===== config.mk =====
export PLATFORM = sky130hd
export DESIGN_NAME = data_mem_ctrl
export DESIGN_NICKNAME = d
export VERILOG_FILES = /design/src/rtl/data_mem_ctrl_pkg.sv /design/src/rtl/mem_lane_align.sv /design/src/rtl/data_mem_ctrl.sv
export SDC_FILE = /design/constraint.sdc
export NUM_CORES = 1
export LEC_CHECK = 0
export CAP_MARGIN = 20
export CORE_MARGIN = 4
export CORE_UTILIZATION = 39
export DETAILED_ROUTE_END_ITERATION = 10
export MAX_ROUTING_LAYER = met4
export PLACE_DENSITY = 0.88
export SETUP_SLACK_MARGIN = 0.1
export SYNTH_ARGS = -nofsm -noshare
export SYNTH_HDL_FRONTEND = slang
export SYNTH_SLANG_ARGS = --single-unit

===== constraint.sdc =====
create_clock -name clk -period 1.9 [get_ports clk]
set_clock_uncertainty 0.15 [all_clocks]
set_input_delay 0.38 -clock clk [delete_from_list [all_inputs] [get_ports clk]]
set_output_delay 0.38 -clock clk [all_outputs]
set_load 0.02 [all_outputs]

===== src/rtl/data_mem_ctrl_pkg.sv =====
// Shared types and helpers for the MEM-stage data memory controller.
// Access sizes, MIPS exception codes, controller states and the cached attribute.
package data_mem_ctrl_pkg;

  typedef logic [31:0] word_t;
  typedef logic [2:0]  triblebit_t;

  typedef enum logic [1:0] {
    MEM_BYTE = 2'd0,
    MEM_HALF = 2'd1,
    MEM_WORD = 2'd2
  } mem_size_t;

  typedef enum logic [4:0] {
    EXC_INT  = 5'd0,
    EXC_MOD  = 5'd1,
    EXC_TLBL = 5'd2,
    EXC_TLBS = 5'd3,
    EXC_ADEL = 5'd4,
    EXC_ADES = 5'd5
  } exc_code_t;

  typedef enum logic [2:0] {
    DMEM_IDLE,
    DMEM_BUS,
    DMEM_DONE,
    DMEM_EXC,
    DMEM_DROP
  } dmem_state_t;

  localparam triblebit_t CACHE_ATTR_CACHED = 3'b011;

  // Size code 3 is handled exactly like a word access.
  function automatic logic size_is_word(input logic [1:0] size);
    return size[1];
  endfunction

  function automatic logic misaligned(input logic [1:0] size, input logic [1:0] addr);
    if (size_is_word(size))
      return addr != 2'b00;
    else if (size == MEM_HALF)
      return addr[0];
    else
      return 1'b0;
  endfunction

endpackage


===== src/rtl/mem_lane_align.sv =====
// Byte-lane steering for stores (enables + replicated data) and lane
// extraction with sign/zero extension for loads. Purely combinational.
module mem_lane_align
  import data_mem_ctrl_pkg::*;
(
  input  logic [1:0] st_size,
  input  logic [1:0] st_addr,
  input  word_t      st_wdata,
  output logic [3:0] st_be,
  output word_t      st_wdata_lanes,
  input  logic [1:0] ld_size,
  input  logic [1:0] ld_addr,
  input  logic       ld_unsigned,
  input  word_t      ld_rdata,
  output word_t      ld_rdata_ext
);

  logic st_word;
  logic st_half;
  assign st_word = size_is_word(st_size);
  assign st_half = (st_size == MEM_HALF);

  generate
    for (genvar gi = 0; gi < 4; gi++) begin : g_lane
      localparam logic [1:0] LANE     = 2'(gi);
      localparam int         HALF_OFS = (gi % 2) * 8;

      assign st_be[gi] = st_word ? 1'b1 :
                         st_half ? (st_addr[1] == LANE[1]) :
                                   (st_addr == LANE);

      assign st_wdata_lanes[gi*8 +: 8] = st_word ? st_wdata[gi*8 +: 8] :
                                         st_half ? st_wdata[HALF_OFS +: 8] :
                                                   st_wdata[7:0];
    end
  endgenerate

  logic [7:0]  ld_byte;
  logic [15:0] ld_half;

  always_comb begin
    ld_byte = ld_rdata[7:0];
    case (ld_addr)
      2'd1:    ld_byte = ld_rdata[15:8];
      2'd2:    ld_byte = ld_rdata[23:16];
      2'd3:    ld_byte = ld_rdata[31:24];
      default: ld_byte = ld_rdata[7:0];
    endcase
    ld_half = ld_addr[1] ? ld_rdata[31:16] : ld_rdata[15:0];

    ld_rdata_ext = ld_rdata;
    if (size_is_word(ld_size))
      ld_rdata_ext = ld_rdata;
    else if (ld_size == MEM_HALF)
      ld_rdata_ext = {{16{~ld_unsigned & ld_half[15]}}, ld_half};
    else
      ld_rdata_ext = {{24{~ld_unsigned & ld_byte[7]}}, ld_byte};
  end

endmodule


===== src/rtl/data_mem_ctrl.sv =====
// MEM-stage data access controller: checks MMU/alignment faults, runs one
// handshaked bus transaction per request and stalls the pipeline until done.
module data_mem_ctrl
  import data_mem_ctrl_pkg::*;
(
  input  logic        clk,
  input  logic        rst,
  input  logic        req_valid,
  input  logic        req_we,
  input  logic [1:0]  req_size,
  input  logic        req_unsigned,
  input  word_t       req_vaddr,
  input  logic [31:0] req_wdata,
  input  logic        flush,
  input  logic [31:0] data_paddr,
  input  logic        miss2,
  input  logic        v2,
  input  logic        d2,
  input  logic        illegal2,
  input  triblebit_t  c2,
  output logic        bus_req,
  output logic        bus_we,
  output logic [3:0]  bus_be,
  output logic [31:0] bus_addr,
  output logic [31:0] bus_wdata,
  output logic        bus_uncached,
  input  logic        bus_ack,
  input  logic [31:0] bus_rdata,
  output logic        stall,
  output logic        resp_valid,
  output logic [31:0] resp_rdata,
  output logic        exc_valid,
  output logic [4:0]  exc_code,
  output logic        exc_refill,
  output logic [31:0] exc_badvaddr
);

  dmem_state_t state_reg, state_next;

  logic        bus_we_reg;
  logic [3:0]  bus_be_reg;
  logic [31:0] bus_addr_reg;
  logic [31:0] bus_wdata_reg;
  logic        bus_uncached_reg;
  logic [1:0]  size_reg;
  logic        unsigned_reg;
  logic [1:0]  lane_reg;
  logic [31:0] resp_rdata_reg;
  exc_code_t   exc_code_reg;
  logic        exc_refill_reg;
  logic [31:0] exc_badvaddr_reg;

  logic        accept;
  logic        fault;
  exc_code_t   fault_code;
  logic        fault_refill;
  logic [3:0]  st_be;
  word_t       st_wdata_lanes;
  word_t       ld_rdata_ext;

  mem_lane_align u_lane_align (
    .st_size        (req_size),
    .st_addr        (data_paddr[1:0]),
    .st_wdata       (req_wdata),
    .st_be          (st_be),
    .st_wdata_lanes (st_wdata_lanes),
    .ld_size        (size_reg),
    .ld_addr        (lane_reg),
    .ld_unsigned    (unsigned_reg),
    .ld_rdata       (bus_rdata),
    .ld_rdata_ext   (ld_rdata_ext)
  );

  assign accept = (state_reg == DMEM_IDLE) && req_valid && !flush;

  // Fault priority: address error, TLB refill miss, invalid entry, store to clean page.
  always_comb begin
    fault        = 1'b0;
    fault_code   = EXC_INT;
    fault_refill = 1'b0;
    if (misaligned(req_size, req_vaddr[1:0]) || illegal2) begin
      fault      = 1'b1;
      fault_code = req_we ? EXC_ADES : EXC_ADEL;
    end else if (miss2) begin
      fault        = 1'b1;
      fault_code   = req_we ? EXC_TLBS : EXC_TLBL;
      fault_refill = 1'b1;
    end else if (!v2) begin
      fault      = 1'b1;
      fault_code = req_we ? EXC_TLBS : EXC_TLBL;
    end else if (req_we && !d2) begin
      fault      = 1'b1;
      fault_code = EXC_MOD;
    end
  end

  always_comb begin
    state_next = state_reg;
    case (state_reg)
      DMEM_IDLE: begin
        if (accept)
          state_next = fault ? DMEM_EXC : DMEM_BUS;
      end
      DMEM_BUS: begin
        if (bus_ack)
          state_next = DMEM_DONE;
        else if (flush)
          state_next = DMEM_DROP;
      end
      DMEM_DONE: state_next = DMEM_IDLE;
      DMEM_EXC:  state_next = DMEM_IDLE;
      // A request already on the bus must see its ack before we let go.
      DMEM_DROP: begin
        if (bus_ack)
          state_next = DMEM_IDLE;
      end
      default:   state_next = DMEM_IDLE;
    endcase
  end

  always_ff @(posedge clk) begin
    if (rst) begin
      state_reg        <= DMEM_IDLE;
      bus_we_reg       <= 1'b0;
      bus_be_reg       <= 4'b0000;
      bus_addr_reg     <= 32'd0;
      bus_wdata_reg    <= 32'd0;
      bus_uncached_reg <= 1'b0;
      size_reg         <= 2'd0;
      unsigned_reg     <= 1'b0;
      lane_reg         <= 2'd0;
      resp_rdata_reg   <= 32'd0;
      exc_code_reg     <= EXC_INT;
      exc_refill_reg   <= 1'b0;
      exc_badvaddr_reg <= 32'd0;
    end else begin
      state_reg <= state_next;
      if (accept && fault) begin
        exc_code_reg     <= fault_code;
        exc_refill_reg   <= fault_refill;
        exc_badvaddr_reg <= req_vaddr;
      end
      if (accept && !fault) begin
        bus_we_reg       <= req_we;
        bus_be_reg       <= st_be;
        bus_addr_reg     <= {data_paddr[31:2], 2'b00};
        bus_wdata_reg    <= st_wdata_lanes;
        bus_uncached_reg <= (c2 != CACHE_ATTR_CACHED);
        size_reg         <= req_size;
        unsigned_reg     <= req_unsigned;
        lane_reg         <= data_paddr[1:0];
      end
      if (state_reg == DMEM_BUS && bus_ack)
        resp_rdata_reg <= bus_we_reg ? 32'd0 : ld_rdata_ext;
    end
  end

  assign bus_req      = (state_reg == DMEM_BUS) || (state_reg == DMEM_DROP);
  assign bus_we       = bus_we_reg;
  assign bus_be       = bus_be_reg;
  assign bus_addr     = bus_addr_reg;
  assign bus_wdata    = bus_wdata_reg;
  assign bus_uncached = bus_uncached_reg;

  assign resp_valid   = (state_reg == DMEM_DONE) || (state_reg == DMEM_EXC);
  assign exc_valid    = (state_reg == DMEM_EXC);
  assign resp_rdata   = (state_reg == DMEM_DONE) ? resp_rdata_reg : 32'd0;
  assign exc_code     = exc_valid ? exc_code_reg : EXC_INT;
  assign exc_refill   = exc_valid && exc_refill_reg;
  assign exc_badvaddr = exc_valid ? exc_badvaddr_reg : 32'd0;

  assign stall = req_valid && !resp_valid;

endmodule


Yosys cells after proc, flatten, opt, wreduce, memory -nomap -nowiden
Cells that the tools add are included.
Widths: inputs -> output; s select.
{ "classes": {"bitwise": 4, "reduce_logical": 19, "muxes": 40, "n_eq_ne": 16} }
{ "op_table": {"columns": ["op", "count"], "rows": [
  ["$mux 32", 5],
  ["$mux 8", 4],
  ["$pmux 8 s3", 1],
  ["$mux 1", 19],
  ["$mux 16", 1],
  ["$mux 3", 5],
  ["$pmux 3 s3", 1],
  ["$eq 2x1->1 const B", 4],
  ["$eq 2x2->1 const B", 4],
  ["$logic_and 1x1->1", 8],
  ["$eq 3x2->1 const B", 2],
  ["$mux 2", 3],
  ["$mux 5", 1],
  ["$logic_not 1->1", 4],
  ["$ne 2x2->1 const B", 2],
  ["$eq 3x1->1 const B", 1],
  ["$eq 3x3->1 const B", 1],
  ["$logic_not 3->1", 1],
  ["$logic_or 1x1->1", 3],
  ["$ne 3x2->1 const B", 1],
  ["$ne 3x3->1 const B", 1],
  ["$reduce_and 3->1", 1],
  ["$and 1x1->1", 2],
  ["$logic_not 2->1", 1],
  ["2 further kinds", 3]
]} }
{ "totals": {"wordCells": 92, "in_bits": 144, "output_inout_bits": 144, "reg_bits": 146} }

Longest topological paths before layout
{ "depth": {"word_depth": 9, "mapped_depth": 8, "ltp_nobuf": 4} }

By module
Synthesis repeated with hierarchy kept, for this count alone.
{ "hier_totals": {"hier_cells": 940, "area_unflattened_um2": 7657.3} }
{ "by_module_without_submodules": {"columns": ["module", "cells_per_inst", "area_per_inst_um2", "seq_area_each_um2", "n_inst"], "rows": [
  ["data_mem_ctrl", 754, 6414.9, 2882.8, 1],
  ["mem_lane_align", 186, 1242.4, 0.0, 1]
]} }

Worst setup path before layout
Ideal clock, no wire load.
{ "synth_path": {"kind": "input to register", "start": "input port v2", "end": "register bus_wdata_reg[30] (netlist: bus_wdata[30])", "setup_ps": 121, "arrival_time_ps": 1730, "setup_slack_ps": -100, "cell_stages": 6, "path_buffers": 2, "required_time_ps": 1629, "path_cell_list": "nor2b_1 > o21ai_1 > clkbuf_1 > nor2_2 > buf_2 > mux2_2"} }
{ "synth_via": {"elab_chain_cells": 5} }
{ "synth_lines": {"columns": ["item", "line_no", "text"], "rows": [
  ["from (decl)", "data_mem_ctrl.sv:17", "input logic v2,"],
  ["$mux 1", "data_mem_ctrl.sv:88", "end else if (!v2) begin"],
  ["$mux 1", "data_mem_ctrl.sv:84", "end else if (miss2) begin"],
  ["$mux 1", "data_mem_ctrl.sv:81", "if (misaligned(req_size, req_vaddr[1:0]) || illegal2) begin"],
  ["$logic_not 1->1", "data_mem_ctrl.sv:143", "if (accept && !fault) begin"],
  ["$logic_and 1x1->1", "data_mem_ctrl.sv:143", null],
  ["to (signal assigned)", "data_mem_ctrl.sv:147", "bus_wdata_reg <= st_wdata_lanes;"],
  ["to (decl)", "data_mem_ctrl.sv:43", "logic [31:0] bus_wdata_reg;"]
]} }
No other way between the ends.
A chain may end at the register's enable or synchronous reset.

Worst setup path after layout
{ "layout_path": {"start": "register state_reg[2]", "end": "output port exc_badvaddr[13]"} }
{ "layout_via": {"elab_chain_cells": 2} }
{ "layout_lines": {"columns": ["item", "line_no", "text"], "rows": [
  ["from (decl)", "data_mem_ctrl.sv:38", "dmem_state_t state_reg, state_next;"],
  ["from (signal assigned)", "data_mem_ctrl.sv:137", "state_reg <= state_next;"],
  ["$eq 3x2->1", "data_mem_ctrl.sv:166", "assign exc_valid = (state_reg == DMEM_EXC);"],
  ["$mux 32", "data_mem_ctrl.sv:170", "assign exc_badvaddr = exc_valid ? exc_badvaddr_reg : 32'd0;"],
  ["to (decl)", "data_mem_ctrl.sv:35", "output logic [31:0] exc_badvaddr"]
]} }
No other way between the ends.

==> flow_summary.toml <==
[timing]
fmax_mhz = 475
final.period_utilization_pct = 111
finalSetupViolCount = 150
finalHoldViolCount = 0
tightest_slew_ns = 0.615
slew_violations = 0
relSlewSlack_pct = 59.0
finalCriticalPeriod_ns = 2.11
rsz0062_at_grt = "true"
fin_ws_ns = -0.207

[synth]
netlist_area_um2 = 6970
ys_ff_latch = 144
synth_edf_count = 0
ys_types = 54
syn_inst = 829
synthArstFlopShare_pct = 0
synth.avg_cell_area_um2 = 8.41
yosysWarnings = 0
ys.flop_type = "dfxtp_1"
ys_seq_area_share_pct = 41.3

[drt]
drt_first_iter_violations = 662
routedWlPerCell_um = 22.3
drt-total-wl_um = 31600
vias_per_cell = 5.82
drc = 0
drt_first_pass_iters = 5
vias = 8260
ant_nets = 0

[floorplan]
die_height_um = 142
die_x_um = 142
ios = 288
initial_core_util_pct = 40.0
dieArea_um2 = 20100
coreArea_um2 = 17400
rows = 48

[global_route]
grt_pass1_vias = 8102
met2_usage_pct = 46.8
grt_antenna_before_repair = 2
grt.overflow.total = 0
grt_usage_pct = 27.9
gr-usage-met3_pct = 7.45
busiest_layer = "met2"
grt_pass1_wl_um = 43100
met1_usage_pct = 30.7
grt_max_degree = 45

[pwr]
p_int_mw = 6.27
power_density_nw_per_um2 = 639
p_sw_mw = 2.23
clock_power_share_pct = 45.2
seq_power_share_pct = 36.9
pwr-share-comb_pct = 17.8
p_leak_nw = 5.63
p_sw_share_pct = 26.2
ir_drop_mv = 0.660

[cells_and_area]
layout-drive-gt1-share_pct = 39.3
layout_common_cells = "dfxtp_1 (139), clkdlybuf4s50_1 (134), buf_6 (99)"
syn2layout_area_growth_pct = 90.8
layout_commonest_cell = "dfxtp_1"
finalInstanceArea_um2 = 13300
fin_nets = 1323

[clocking]
htreeDepth = 4
cts-root-buf = "clkbuf_16"
clock_latency_ns = 0.43
tritoncts = "done"
cts.sinks = 144
cts_hold_buf = 0
clockBufferDepth = 2
clkTransAtPathRegs_ns = 0.06
cts_buffers = 17

[critical_path]
cp.required_ns = 1.37
crit_type = "reg2out"
start_kind = "register"
rrSetupSlack_ns = -0.16
reg2reg_to = "bus_be[1]"
r2r_cells = 9
cp.arrival_ns = 1.58
r2r_start = "state_reg[1]"
endpoint_kind = "primary output"
crit_path_max_fanout = 15

[min_path]
hold_path_depth = 3
min_from = "bus_rdata[31]"
hold_end = "resp_rdata_reg[31]"
hp-class = "in2reg"

[outcome]
outcome = "finished with violations"
violations = "negative setup slack"

[place]
dp_hpwl_um = 18400
gp_congestion = 0.870
post-place-ws_ns = -0.604
place_area_um2 = 10500
io_buffers = 283

[job]
maxCapViolCount = 0
metrics by stage:
| stage | util (%) | instances | hold slack (ns) | setup TNS [ns] | total power, mW |
|---|---|---|---|---|---|
| floorplan | - | 832 | 0.267 | 0 | 3.64 |
| global placement | 60.5 | 1333 | 0.277 | -72.80 | 4.24 |
| detailed placement | 60.5 | 1333 | 0.294 | -80.53 | 4.26 |
| CTS | 68.9 | 1388 | 0.282 | -14.49 | 8.26 |
| global route | 76.4 | 1419 | 0.208 | -25.42 | 8.75 |
| finish | 76.4 | 1419 | 0.216 | -15.97 | 8.50 |
Yosys cell counts, drive strengths merged, types with 2 or more instances:
cell type	count	area, µm²
nand2	84	315
nor3	7	35.0
mux2	24	270
mux2i	41	410
nor4b	2	47.6
a2111oi	2	17.5
inv	32	120
clkbuf	64	241
nand2b	7	43.8
o221ai	6	52.6
nor2b	24	150
a32oi	6	52.6
nand4bb	2	22.5
buf	22	129
dfxtp	144	2880
and3	69	432
mux4	2	45.0
nand3b	2	15.0
a22o	7	61.3
o32ai	6	52.6
and2	2	12.5
o22ai	2	12.5
o21a	2	15.0
o21ai	65	325
a31o	2	17.5
or3	2	17.5
a211oi	10	75.1
a221o	17	183
nor2	11	43.8
nor4	3	18.8
a21oi	102	514
nand3	44	220
cell type report:
type / instances / area [µm²]
antenna: 2 / 5.00
clock buffer: 18 / 439
tap: 225 / 282
sequential: 144 / 2890
inverter: 32 / 125
multi-input combinational: 570 / 4730
fill: 1032 / 4110
clock inverter: 14 / 226
timing repair buffer: 414 / 4610
how the worst max path moves through the flow:
stage / startpoint / to / slack, ns
finish: state_reg[2] / exc_badvaddr[13] / -0.21
floorplan: flush / bus_wdata[30] / 0.03
global route: state_reg[2] / resp_rdata[6] / -0.25
CTS: state_reg[2] / resp_rdata[0] / -0.20
detailed placement: flush / bus_wdata[11] / -0.60
global placement: flush / bus_wdata[11] / -0.56
routing by layer:
layer  wire length [µm]  vias to the layer above  share of wire [%]
li1                   -                     3691                  -
met2              15800                      469                 50
met4               1510                        0                4.8
met5                  0                        -                  0
met3               2600                      122                8.2
met1              11700                     3978                 37
kinds of logic after synthesis:
logic type	after synthesis	share of synthesized area, %
compound gates	237	21.2
mux	67	10.4
simple gates	262	20.0
other cells	1	0.0538
buf+inv	118	7.03
flops	144	41.3
power groups by stage:
stage / logic, mW / registers (mW) / clock network, mW
final: 1.52 / 3.14 / 3.84
after global routing: 1.59 / 3.14 / 4.02
after CTS: 1.28 / 3.13 / 3.85
after detailed placement: 1.07 / 3.19 / 0
after global placement: 1.05 / 3.19 / 0
after floorplan: 0.446 / 3.20 / 0
timing repair:
action / in CTS / in global routing
setup buffers: 14 / 20
cloned: 9 / 10
endpoints found under the setup margin: 273 / 223
pin swaps: 17 / 87
resized for setup: 585 / 219
worst max-delay path, cell delays in order, from the launching register on:
cell,delay [ns]
dfxtp_2,0.32
nand2b_4,0.15
inv_6,0.08
buf_4,0.13
buf_12,0.14
and3_4,0.19
buf_6,0.12
(Power assumes the default switching activity.)
